--- config.mk ---
export PLATFORM = sky130hd
export DESIGN_NAME = forwarding_hazard_unit_flat
export DESIGN_NICKNAME = d
export VERILOG_FILES = /design/src/rtl/forwarding_hazard_unit_pkg.sv /design/src/rtl/forwarding_hazard_unit_if.sv /design/src/rtl/forwarding_hazard_unit_selector.sv /design/src/rtl/forwarding_hazard_unit.sv /design/src/flat_wrapper.sv
export SDC_FILE = /design/constraint.sdc
export NUM_CORES = 1
export LEC_CHECK = 0
export CAP_MARGIN = 20
export CORE_MARGIN = 1
export CORE_UTILIZATION = 40
export CTS_CLUSTER_DIAMETER = 100
export DETAILED_ROUTE_END_ITERATION = 10
export PLACE_DENSITY = 0.69
export SLEW_MARGIN = 20
export SYNTH_ARGS = -nofsm -noshare
export SYNTH_HDL_FRONTEND = slang
export SYNTH_SLANG_ARGS = --single-unit
--- constraint.sdc ---
create_clock -name i_clock -period 3.91 [get_ports i_clock]
set_clock_uncertainty 0.2 [all_clocks]
set_input_delay 0.5865 -clock i_clock [delete_from_list [all_inputs] [get_ports i_clock]]
set_output_delay 0.5865 -clock i_clock [all_outputs]
set_load 0.1 [all_outputs]
--- src/rtl/forwarding_hazard_unit_pkg.sv ---
// Shared constants for the forwarding/hazard unit: ALU operand select codes,
// stall FSM encoding and the hard-wired zero register.
package forwarding_pkg;

    localparam logic [1:0] SEL_REG_FILE = 2'b00;
    localparam logic [1:0] SEL_MEM_WB   = 2'b01;
    localparam logic [1:0] SEL_EX_MEM   = 2'b10;

    localparam int unsigned REG_ZERO = 0;

    typedef enum logic {
        ST_IDLE  = 1'b0,
        ST_STALL = 1'b1
    } state_t;

endpackage : forwarding_pkg

--- src/rtl/forwarding_hazard_unit_if.sv ---
// Pipeline-side bundle of the forwarding/hazard unit. With FORWARDING_HAZARD_BRANCH_ID_EN
// defined the bundle also carries i_branch_id for ID-stage branch comparisons.
interface forwarding_hazard_unit_if #(
    parameter int CANT_BITS_ADDR_REGISTROS = 5,
    parameter int CANT_BITS_SELECTOR_MUX   = 2,
    parameter int CANT_OPERANDOS           = 2,
    parameter int CANT_BITS_CONTADOR       = 16
) ();

    logic [CANT_OPERANDOS*CANT_BITS_ADDR_REGISTROS-1:0] i_rs_addr;
    logic [CANT_OPERANDOS-1:0]                          i_rs_used;
    logic [CANT_BITS_ADDR_REGISTROS-1:0]                i_id_ex_rd;
    logic [CANT_BITS_ADDR_REGISTROS-1:0]                i_ex_mem_rd;
    logic                                               i_id_ex_reg_write;
    logic                                               i_ex_mem_reg_write;
    logic                                               i_id_ex_mem_read;
`ifdef FORWARDING_HAZARD_BRANCH_ID_EN
    logic                                               i_branch_id;
`endif
    logic [CANT_OPERANDOS*CANT_BITS_SELECTOR_MUX-1:0]   o_selector_mux;
    logic                                               o_stall;
    logic                                               o_flush_id_ex;
    logic [CANT_BITS_CONTADOR-1:0]                      o_contador_stalls;

    // Pipeline control side: drives the ID/EX/MEM view, consumes selects and stalls.
    modport master (
`ifdef FORWARDING_HAZARD_BRANCH_ID_EN
        output i_branch_id,
`endif
        output i_rs_addr, i_rs_used, i_id_ex_rd, i_ex_mem_rd,
        output i_id_ex_reg_write, i_ex_mem_reg_write, i_id_ex_mem_read,
        input  o_selector_mux, o_stall, o_flush_id_ex, o_contador_stalls
    );

    // Forwarding/hazard unit side.
    modport slave (
`ifdef FORWARDING_HAZARD_BRANCH_ID_EN
        input  i_branch_id,
`endif
        input  i_rs_addr, i_rs_used, i_id_ex_rd, i_ex_mem_rd,
        input  i_id_ex_reg_write, i_ex_mem_reg_write, i_id_ex_mem_read,
        output o_selector_mux, o_stall, o_flush_id_ex, o_contador_stalls
    );

endinterface : forwarding_hazard_unit_if

--- src/rtl/forwarding_hazard_unit_selector.sv ---
// Per-operand forwarding decision: picks the newest in-flight producer of one
// ID-stage source register and flags a load-use hit against the EX instruction.
module forwarding_selector
    import forwarding_pkg::*;
#(
    parameter int CANT_BITS_ADDR_REGISTROS = 5,
    parameter int CANT_BITS_SELECTOR_MUX   = 2
) (
    input  logic [CANT_BITS_ADDR_REGISTROS-1:0] rs_addr,
    input  logic                                rs_used,
    input  logic [CANT_BITS_ADDR_REGISTROS-1:0] id_ex_rd,
    input  logic [CANT_BITS_ADDR_REGISTROS-1:0] ex_mem_rd,
    input  logic                                id_ex_reg_write,
    input  logic                                ex_mem_reg_write,
    input  logic                                id_ex_mem_read,
    output logic [CANT_BITS_SELECTOR_MUX-1:0]   selector,
    output logic                                load_hit
);

    logic eligible_s;
    logic ex_hit_s;
    logic mem_hit_s;

    // Compare against EX and MEM producers; EX holds the newer value so it wins.
    always_comb begin
        eligible_s = rs_used && (rs_addr != CANT_BITS_ADDR_REGISTROS'(REG_ZERO));
        ex_hit_s   = eligible_s && id_ex_reg_write  && (rs_addr == id_ex_rd);
        mem_hit_s  = eligible_s && ex_mem_reg_write && (rs_addr == ex_mem_rd);
        load_hit   = eligible_s && id_ex_mem_read   && (rs_addr == id_ex_rd);
        if (ex_hit_s) begin
            selector = CANT_BITS_SELECTOR_MUX'(SEL_EX_MEM);
        end else if (mem_hit_s) begin
            selector = CANT_BITS_SELECTOR_MUX'(SEL_MEM_WB);
        end else begin
            selector = CANT_BITS_SELECTOR_MUX'(SEL_REG_FILE);
        end
    end

endmodule : forwarding_selector

--- src/rtl/forwarding_hazard_unit.sv ---
// Forwarding select generation (decided in ID, registered into EX) plus load-use
// stall FSM and saturating stall counter. Optional: FORWARDING_HAZARD_BRANCH_ID_EN.
module forwarding_hazard_unit
    import forwarding_pkg::*;
#(
    parameter int CANT_BITS_ADDR_REGISTROS = 5,
    parameter int CANT_BITS_SELECTOR_MUX   = 2,
    parameter int CANT_OPERANDOS           = 2,
    parameter int LATENCIA_LOAD            = 1,
    parameter int CANT_BITS_CONTADOR       = 16
) (
    input  logic                   i_clock,
    input  logic                   i_soft_reset,
    input  logic                   i_enable,
    forwarding_hazard_unit_if.slave bus
);

    localparam int A     = CANT_BITS_ADDR_REGISTROS;
    localparam int S     = CANT_BITS_SELECTOR_MUX;
    localparam int CNT_W = $clog2(LATENCIA_LOAD + 2) + 1;

    logic [CANT_OPERANDOS*S-1:0]     sel_next_s;
    logic [CANT_OPERANDOS-1:0]       load_hit_s;
    logic [CNT_W-1:0]                need_s;
    logic                            hazard_s;
    logic                            stall_s;
    state_t                          state_r;
    logic [CNT_W-1:0]                cnt_r;
    logic [CANT_OPERANDOS*S-1:0]     sel_r;
    logic [CANT_BITS_CONTADOR-1:0]   stalls_r;

    for (genvar k = 0; k < CANT_OPERANDOS; k++) begin : g_op
        forwarding_selector #(
            .CANT_BITS_ADDR_REGISTROS (A),
            .CANT_BITS_SELECTOR_MUX   (S)
        ) u_selector (
            .rs_addr          (bus.i_rs_addr[k*A +: A]),
            .rs_used          (bus.i_rs_used[k]),
            .id_ex_rd         (bus.i_id_ex_rd),
            .ex_mem_rd        (bus.i_ex_mem_rd),
            .id_ex_reg_write  (bus.i_id_ex_reg_write),
            .ex_mem_reg_write (bus.i_ex_mem_reg_write),
            .id_ex_mem_read   (bus.i_id_ex_mem_read),
            .selector         (sel_next_s[k*S +: S]),
            .load_hit         (load_hit_s[k])
        );
    end

`ifdef FORWARDING_HAZARD_BRANCH_ID_EN
    logic             ex_any_s;
    logic             mem_any_s;
    logic [CNT_W-1:0] branch_need_s;

    // Branches compare in ID, so any in-flight producer forces a wait; a MEM
    // match only counts when the EX instruction is not already that operand's source.
    always_comb begin
        ex_any_s  = 1'b0;
        mem_any_s = 1'b0;
        for (int k = 0; k < CANT_OPERANDOS; k++) begin
            ex_any_s  = ex_any_s  | (sel_next_s[k*S +: S] == S'(SEL_EX_MEM));
            mem_any_s = mem_any_s | (sel_next_s[k*S +: S] == S'(SEL_MEM_WB));
        end
        if (!bus.i_branch_id) begin
            branch_need_s = '0;
        end else if (ex_any_s && bus.i_id_ex_mem_read) begin
            branch_need_s = CNT_W'(LATENCIA_LOAD + 1);
        end else if (ex_any_s || mem_any_s) begin
            branch_need_s = CNT_W'(1);
        end else begin
            branch_need_s = '0;
        end
    end
`endif

    // Stall cycles requested by the ID instruction; the larger requirement wins.
    always_comb begin
        if (|load_hit_s) begin
            need_s = CNT_W'(LATENCIA_LOAD);
        end else begin
            need_s = '0;
        end
`ifdef FORWARDING_HAZARD_BRANCH_ID_EN
        if (branch_need_s > need_s) begin
            need_s = branch_need_s;
        end else begin
            need_s = need_s;
        end
`endif
        hazard_s = (state_r == ST_IDLE) && (need_s != '0);
        stall_s  = (state_r == ST_STALL) || hazard_s;
    end

    // Stall FSM: the IDLE hazard cycle is the first stall cycle, STALL covers the rest.
    always_ff @(posedge i_clock) begin
        if (i_soft_reset) begin
            state_r <= ST_IDLE;
            cnt_r   <= '0;
        end else if (i_enable) begin
            case (state_r)
                ST_IDLE: begin
                    if (hazard_s && (need_s > CNT_W'(1))) begin
                        state_r <= ST_STALL;
                        cnt_r   <= need_s - CNT_W'(1);
                    end else begin
                        state_r <= ST_IDLE;
                        cnt_r   <= '0;
                    end
                end
                ST_STALL: begin
                    if (cnt_r <= CNT_W'(1)) begin
                        state_r <= ST_IDLE;
                        cnt_r   <= '0;
                    end else begin
                        state_r <= ST_STALL;
                        cnt_r   <= cnt_r - CNT_W'(1);
                    end
                end
                default: begin
                    state_r <= ST_IDLE;
                    cnt_r   <= '0;
                end
            endcase
        end
    end

    // EX-stage selects (bubble loads zero) and saturating stall counter.
    always_ff @(posedge i_clock) begin
        if (i_soft_reset) begin
            sel_r    <= '0;
            stalls_r <= '0;
        end else if (i_enable) begin
            sel_r <= stall_s ? '0 : sel_next_s;
            if (stall_s && (stalls_r != {CANT_BITS_CONTADOR{1'b1}})) begin
                stalls_r <= stalls_r + CANT_BITS_CONTADOR'(1);
            end
        end
    end

    assign bus.o_selector_mux    = sel_r;
    assign bus.o_contador_stalls = stalls_r;
    assign bus.o_stall           = stall_s;
    assign bus.o_flush_id_ex     = stall_s;

endmodule : forwarding_hazard_unit

--- src/flat_wrapper.sv ---
// flat-port wrapper written by rule: the top's interface ports become plain ports
module forwarding_hazard_unit_flat import forwarding_pkg::*;
#(
    parameter int CANT_BITS_ADDR_REGISTROS = 5,
    parameter int CANT_BITS_SELECTOR_MUX   = 2,
    parameter int CANT_OPERANDOS           = 2,
    parameter int LATENCIA_LOAD            = 1,
    parameter int CANT_BITS_CONTADOR       = 16
)
  (i_clock, i_soft_reset, i_enable, bus_i_rs_addr, bus_i_rs_used, bus_i_id_ex_rd, bus_i_ex_mem_rd, bus_i_id_ex_reg_write, bus_i_ex_mem_reg_write, bus_i_id_ex_mem_read, bus_o_selector_mux, bus_o_stall, bus_o_flush_id_ex, bus_o_contador_stalls);
  forwarding_hazard_unit_if #(.CANT_BITS_ADDR_REGISTROS(CANT_BITS_ADDR_REGISTROS), .CANT_BITS_SELECTOR_MUX(CANT_BITS_SELECTOR_MUX), .CANT_OPERANDOS(CANT_OPERANDOS), .CANT_BITS_CONTADOR(CANT_BITS_CONTADOR)) bus_i ();
  input  logic i_clock;
  input  logic i_soft_reset;
  input  logic i_enable;
  input wire logic [$bits(bus_i.i_rs_addr)-1:0] bus_i_rs_addr;
  input wire logic [$bits(bus_i.i_rs_used)-1:0] bus_i_rs_used;
  input wire logic [$bits(bus_i.i_id_ex_rd)-1:0] bus_i_id_ex_rd;
  input wire logic [$bits(bus_i.i_ex_mem_rd)-1:0] bus_i_ex_mem_rd;
  input wire logic [$bits(bus_i.i_id_ex_reg_write)-1:0] bus_i_id_ex_reg_write;
  input wire logic [$bits(bus_i.i_ex_mem_reg_write)-1:0] bus_i_ex_mem_reg_write;
  input wire logic [$bits(bus_i.i_id_ex_mem_read)-1:0] bus_i_id_ex_mem_read;
  output wire logic [$bits(bus_i.o_selector_mux)-1:0] bus_o_selector_mux;
  output wire logic [$bits(bus_i.o_stall)-1:0] bus_o_stall;
  output wire logic [$bits(bus_i.o_flush_id_ex)-1:0] bus_o_flush_id_ex;
  output wire logic [$bits(bus_i.o_contador_stalls)-1:0] bus_o_contador_stalls;
  assign bus_i.i_rs_addr = bus_i_rs_addr;
  assign bus_i.i_rs_used = bus_i_rs_used;
  assign bus_i.i_id_ex_rd = bus_i_id_ex_rd;
  assign bus_i.i_ex_mem_rd = bus_i_ex_mem_rd;
  assign bus_i.i_id_ex_reg_write = bus_i_id_ex_reg_write;
  assign bus_i.i_ex_mem_reg_write = bus_i_ex_mem_reg_write;
  assign bus_i.i_id_ex_mem_read = bus_i_id_ex_mem_read;
  assign bus_o_selector_mux = bus_i.o_selector_mux;
  assign bus_o_stall = bus_i.o_stall;
  assign bus_o_flush_id_ex = bus_i.o_flush_id_ex;
  assign bus_o_contador_stalls = bus_i.o_contador_stalls;
  forwarding_hazard_unit #(.CANT_BITS_ADDR_REGISTROS(CANT_BITS_ADDR_REGISTROS), .CANT_BITS_SELECTOR_MUX(CANT_BITS_SELECTOR_MUX), .CANT_OPERANDOS(CANT_OPERANDOS), .LATENCIA_LOAD(LATENCIA_LOAD), .CANT_BITS_CONTADOR(CANT_BITS_CONTADOR)) u_core (.i_clock(i_clock), .i_soft_reset(i_soft_reset), .i_enable(i_enable), .bus(bus_i));
endmodule
; After elaboration in Yosys (flattened, before gate mapping)
; Cells that the tools add are included.
[totals]
wordCells = 50
mem_count = 0
latch_bits = 0
inputBits = 28
register_bits = 24
output_inout_bits = 22
ramBits = 0
rom_bits = 0
[classes]
n_mux = 12
bitwise_logic = 1
div_mod_pow = 0
n_eq_ne = 5
order_cmp = 2
multipliers = 0
reduce_logical = 23
n_addsub = 3
shift = 0
[op_table]
columns = cell, count
row1 = $eq A5 B5 Y1, 4
row2 = $logic_and A1 B1 Y1, 17
row3 = $add A16 B1 Y16 const B, 1
row4 = $ne A16 B16 Y1 const B, 1
row5 = $reduce_bool A5 Y1, 2
row6 = $mux W3, 2
row7 = $pmux W3 S2, 1
row8 = $sub A3 B1 Y3 const B, 2
row9 = $mux W1, 5
row10 = $mux W2, 2
row11 = $mux W4, 1
row12 = $gt A3 B1 Y1 const B, 1
row13 = $le A3 B1 Y1 const B, 1
row14 = $reduce_bool A3 Y1, 1
row15 = $pmux W1 S2, 1
row16 = $reduce_and A2 Y1, 1
row17 = $reduce_or A2 Y1, 1
row18 = $logic_or A1 B1 Y1, 1
row19 = $not A1 Y1, 1

; Depth between registers and ports, before layout
[depth]
ltp_word = 11
mapped_depth = 8
depth_no_buf = 7

; Modules after synthesis
; A second synthesis with hierarchy kept.
[hier_totals]
hier_cells = 185
area_unflattened_um2 = 1571.5
[by_module_without_submodules]
columns = module, cells_per_inst, area_each_um2, n_inst
row1 = forwarding_hazard_unit, 143, 1241.2, 1
row2 = forwarding_selector, 21, 165.2, 2

; Worst setup path after synthesis
; OpenSTA, ideal clock, no wires.
[synth_timing]
path_type = input -> output
startpoint = input port bus_i_id_ex_rd[3]
endpoint = output port bus_o_stall
required_ps = 3124
setup_slack_ps = 524
path_stages = 6
arrival_time_ps = 2600
cell_sequence = xnor2_1 > nand3_1 > o41a_4 > and2_1 > inv_1 > buf_4
[synth_between]
elab_chain_cells = 7
word_cells_on_any_way = 9
[synth_lines]
columns = item, line
row1 = from (decl), flat_wrapper.sv:17  ; input wire logic [$bits(bus_i.i_id_ex_rd)-1:0] bus_i_id_ex_rd;
row2 = $eq A5 B5 Y1, forwarding_hazard_unit_selector.sv:29  ; load_hit = eligible_s && id_ex_mem_read && (rs_addr == id_ex_rd);
row3 = $logic_and A1 B1 Y1, forwarding_hazard_unit_selector.sv:29
row4 = $reduce_or A2 Y1 (*), forwarding_hazard_unit.sv:77  ; if (|load_hit_s) begin
row5 = $mux W1 (*), forwarding_hazard_unit.sv:77
row6 = $reduce_bool A3 Y1 (*), forwarding_hazard_unit.sv:89  ; hazard_s = (state_r == ST_IDLE) && (need_s != '0);
row7 = $logic_and A1 B1 Y1 (*), forwarding_hazard_unit.sv:89
row8 = $logic_or A1 B1 Y1 (*), forwarding_hazard_unit.sv:90  ; stall_s = (state_r == ST_STALL) || hazard_s;
row9 = to (decl), flat_wrapper.sv:23  ; output wire logic [$bits(bus_i.o_stall)-1:0] bus_o_stall;
; Every way passes the cells marked *; elsewhere a longest branch is shown, timed or not.

; Final worst setup path
[layout_timing]
startpoint = input port bus_i_rs_addr[0]
endpoint = output port bus_o_stall
[layout_between]
elab_chain_cells = 9
word_cells_on_any_way = 10
[layout_lines]
columns = item, line
row1 = from (decl), flat_wrapper.sv:15  ; input wire logic [$bits(bus_i.i_rs_addr)-1:0] bus_i_rs_addr;
row2 = $reduce_bool A5 Y1, forwarding_hazard_unit_selector.sv:26  ; eligible_s = rs_used && (rs_addr != CANT_BITS_ADDR_REGISTROS'(REG_ZERO));
row3 = $logic_and A1 B1 Y1, forwarding_hazard_unit_selector.sv:26
row4 = $logic_and A1 B1 Y1, forwarding_hazard_unit_selector.sv:29
row5 = $logic_and A1 B1 Y1 (*), forwarding_hazard_unit_selector.sv:29
row6 = $reduce_or A2 Y1 (*), forwarding_hazard_unit.sv:77
row7 = $mux W1 (*), forwarding_hazard_unit.sv:77
row8 = $reduce_bool A3 Y1 (*), forwarding_hazard_unit.sv:89
row9 = $logic_and A1 B1 Y1 (*), forwarding_hazard_unit.sv:89
row10 = $logic_or A1 B1 Y1 (*), forwarding_hazard_unit.sv:90
; Marks and branches as above.

==> impl_metrics.yaml <==
synth:
  syn-num-nets: 212
  synth_enable_flop_cells: 0
  yosysWarnings: 0
  ys_seq_area_frac: 0.315
  synth_cell_type_count: 38
  synth_area_um2: 1530
  ys_seq_elements: 24
  netlist_instances: 181
  ys.flop_type: "dfxtp_1"
  synthArstFlopShare: 0
  syn_area_per_cell_um2: 8.43
global_route:
  grt_max_degree: 33
  grt.overflow.total: 0
  grt_pass1_vias: 1287
  antenna_found_initial: 0
  grt_usage: 0.192
  grt_pass1_wl_mm: 6.11
placed_design:
  placed_area_um2: 2070
  port_buffers: 49
  dpl.hpwl_mm: 2.92
  place_congestion: 0.870
  dp_cells: 274
clock_tree:
  worst_skew_pair.late_latency_ps: 270
  clk_pin_slew_worst_paths_ps: 80
  post_cts_buffers: 0
  hold_buffers: 0
  cts.sinks: 24
  cts_buffers: 3
  ctsResizeCount: 0
  clk_path_buf_depth: 2
  clockRootBuffer: "clkbuf_8"
  h-tree-depth: 1
  cts_tree: "done"
power_and_ir_drop:
  ir_drop_v: 0.000194
  p_seq_frac: 0.492
  leakage_nw: 0.772
  p_switching_uw: 120
  p_per_area_nw_per_um2: 233
  switching_share: 0.242
  internal_power_uw: 377
  combPwrFrac: 0.166
  pwr-share-clk: 0.341
setup_path:
  cpPeakStageDelay_ps: 580
  crit_family: "buffers and inverters"
  critPathArrivalTime_ps: 2560
  end_kind: "primary output"
  crit_type: "input port to primary output"
  required_ps: 3120
  worst-path-buf-inv: 3
  crit_slowest_cell: "or4_1"
  crit_fanout: 6
  path_cells: "clkdlybuf4s50_1 > or4_1 > o211ai_1 > o41a_4 > and2_1 > inv_1 > buf_12"
  critPathLaunchType: "input port"
detailed_routing:
  wirelength_mm: 3.66
  ant_nets: 0
  first_pass_iters: 4
  vias: 1403
  route.detailed.drc: 0
  drt_iter0_drc: 81
  viasPerCell: 5.05
  wire_per_inst_um: 13.2
final_layout:
  syn_to_final_growth_pct: 39.5
  final_cell_area_um2: 2130
  final-instance-count-excl-fill: 278
  drive_gt1_frac: 0.0870
  diodes: 0
  n_fill_cell: 357
  fin_nets: 262
floorplanning:
  fp.dieH_um: 63.8
  rows: 22
  die_x_um: 63.8
  core_um2: 3660
  die_area_um2: 4060
  ioPinCount: 50
  start_util: 0.417
sta:
  finalCriticalPeriod_ps: 3350
  drv_slew: 0
  hold_viol: 0
  period_share: 0.856
  hold_slack_ps: 273
  timing.fmax_mhz: 299
  rsz0062_at_grt: "false"
  setup_tns_ps: 0
  worstMarginPinSlew_ps: 981
  slew-limit-headroom: 0.344
  final-setup-viol-count: 0
flow_run:
  max_cap_violations: 0
run_status:
  status: "completed"
hold_path:
  hp-class: "flip-flop to flip-flop"
## worst register-to-register path: cells and delay by family, from the launching register on
kind            cells  cell delay [ps]
compound gates      1              540
mux                 1              330
flops               1              350
simple gates        4              620
fa+ha+maj           1              230
## final timing paths
check                                                        end  slack [ps]  cells past startpoint                             from
worst max-delay path                                 bus_o_stall         560                      7                 bus_i_rs_addr[0]
worst max register to register  u_core.bus.o_contador_stalls[10]        1520                      7  u_core.bus.o_contador_stalls[0]
worst min-delay path                u_core.bus.o_selector_mux[1]         270                      2     u_core.bus.o_selector_mux[1]
worst min register to register      u_core.bus.o_selector_mux[1]         270                      2     u_core.bus.o_selector_mux[1]
## power groups by stage
stage / logic [mW] / registers (mW) / clock network (mW)
5_1_grt: 0.0892 / 0.245 / 0.184
4_1_cts: 0.0827 / 0.245 / 0.176
2_1_floorplan: 0.0350 / 0.252 / 0
6_report: 0.0826 / 0.245 / 0.170
3_3_place_gp: 0.0820 / 0.250 / 0
3_5_place_dp: 0.0825 / 0.250 / 0
## flip-flops by register name (all words and copies together), names as in the netlist
signal and cells:
u_core.bus.o_selector_mux 4, u_core.bus.o_contador_stalls 16, u_core.cnt_r 3, u_core.state_r 1
## per-layer routing
| layer | part of all wire | global-route usage | vias up |
|---|---|---|---|
| met5 | 0 | 0 | - |
| met4 | 0.0093 | 0.0426 | 0 |
| met3 | 0.029 | 0.0339 | 4 |
| met2 | 0.44 | 0.287 | 23 |
| met1 | 0.52 | 0.283 | 637 |
| li1 | - | - | 739 |
## layout make-up
type | instances | area [um^2] | area share
clock buffer | 4 | 55.1 | 0.0259
inverter | 12 | 45.0 | 0.0212
tap | 48 | 60.1 | 0.0282
multi-input combinational | 140 | 970 | 0.456
timing repair buffer | 50 | 518 | 0.243
sequential | 24 | 480 | 0.226
## synthesized netlist by cell type, types with 4 or more instances
library cell | count | area [um^2]
nand3_1 | 11 | 55.1
nor2_1 | 24 | 90.1
inv_1 | 11 | 41.3
nand4_1 | 6 | 37.5
dfxtp_1 | 24 | 480
xor2_1 | 9 | 78.8
o21ai_0 | 4 | 20.0
nor2b_1 | 6 | 37.5
nor3_1 | 6 | 30.0
and3_1 | 5 | 31.3
xnor2_1 | 15 | 131
nand2_1 | 7 | 26.3
a21oi_1 | 9 | 45.0
## placed cells by master, fill, tap and decap left out, types with 2 or more instances in the layout
cell / instances
clkdlybuf4s50_1: 47
nor2_1: 24
dfxtp_1: 24
xnor2_1: 15
nand3_1: 11
inv_1: 11
xor2_1: 9
a21oi_1: 9
nand2_1: 7
nor3_1: 6
nor2b_1: 6
nand4_1: 6
and3_1: 5
o21ai_0: 4
clkbuf_8: 4
or4_1: 3
nand4_2: 3
mux2_4: 3
a211oi_1: 3
a21o_1: 3
a31o_2: 3
ha_1: 3
and2_1: 2
and4_1: 2
mux2_2: 2
a2111oi_1: 2
buf_12: 2
## cell families after synthesis
group	after synthesis	share of synthesized area
mux	7	0.0582
fa+ha+maj	3	0.0246
buf+inv	17	0.0492
flops	24	0.315
compound gates	30	0.150
xor+xnor	24	0.138
simple gates	76	0.265
## through the flow
step / util / power [mW] / setup slack, ps
global route: 0.581 / 0.518 / 491
global placement: 0.566 / 0.332 / 593
CTS: 0.581 / 0.503 / 563
finish: 0.581 / 0.497 / 562
floorplan: - / 0.287 / 524
detailed placement: 0.566 / 0.333 / 567
(Power assumes the default switching activity.)
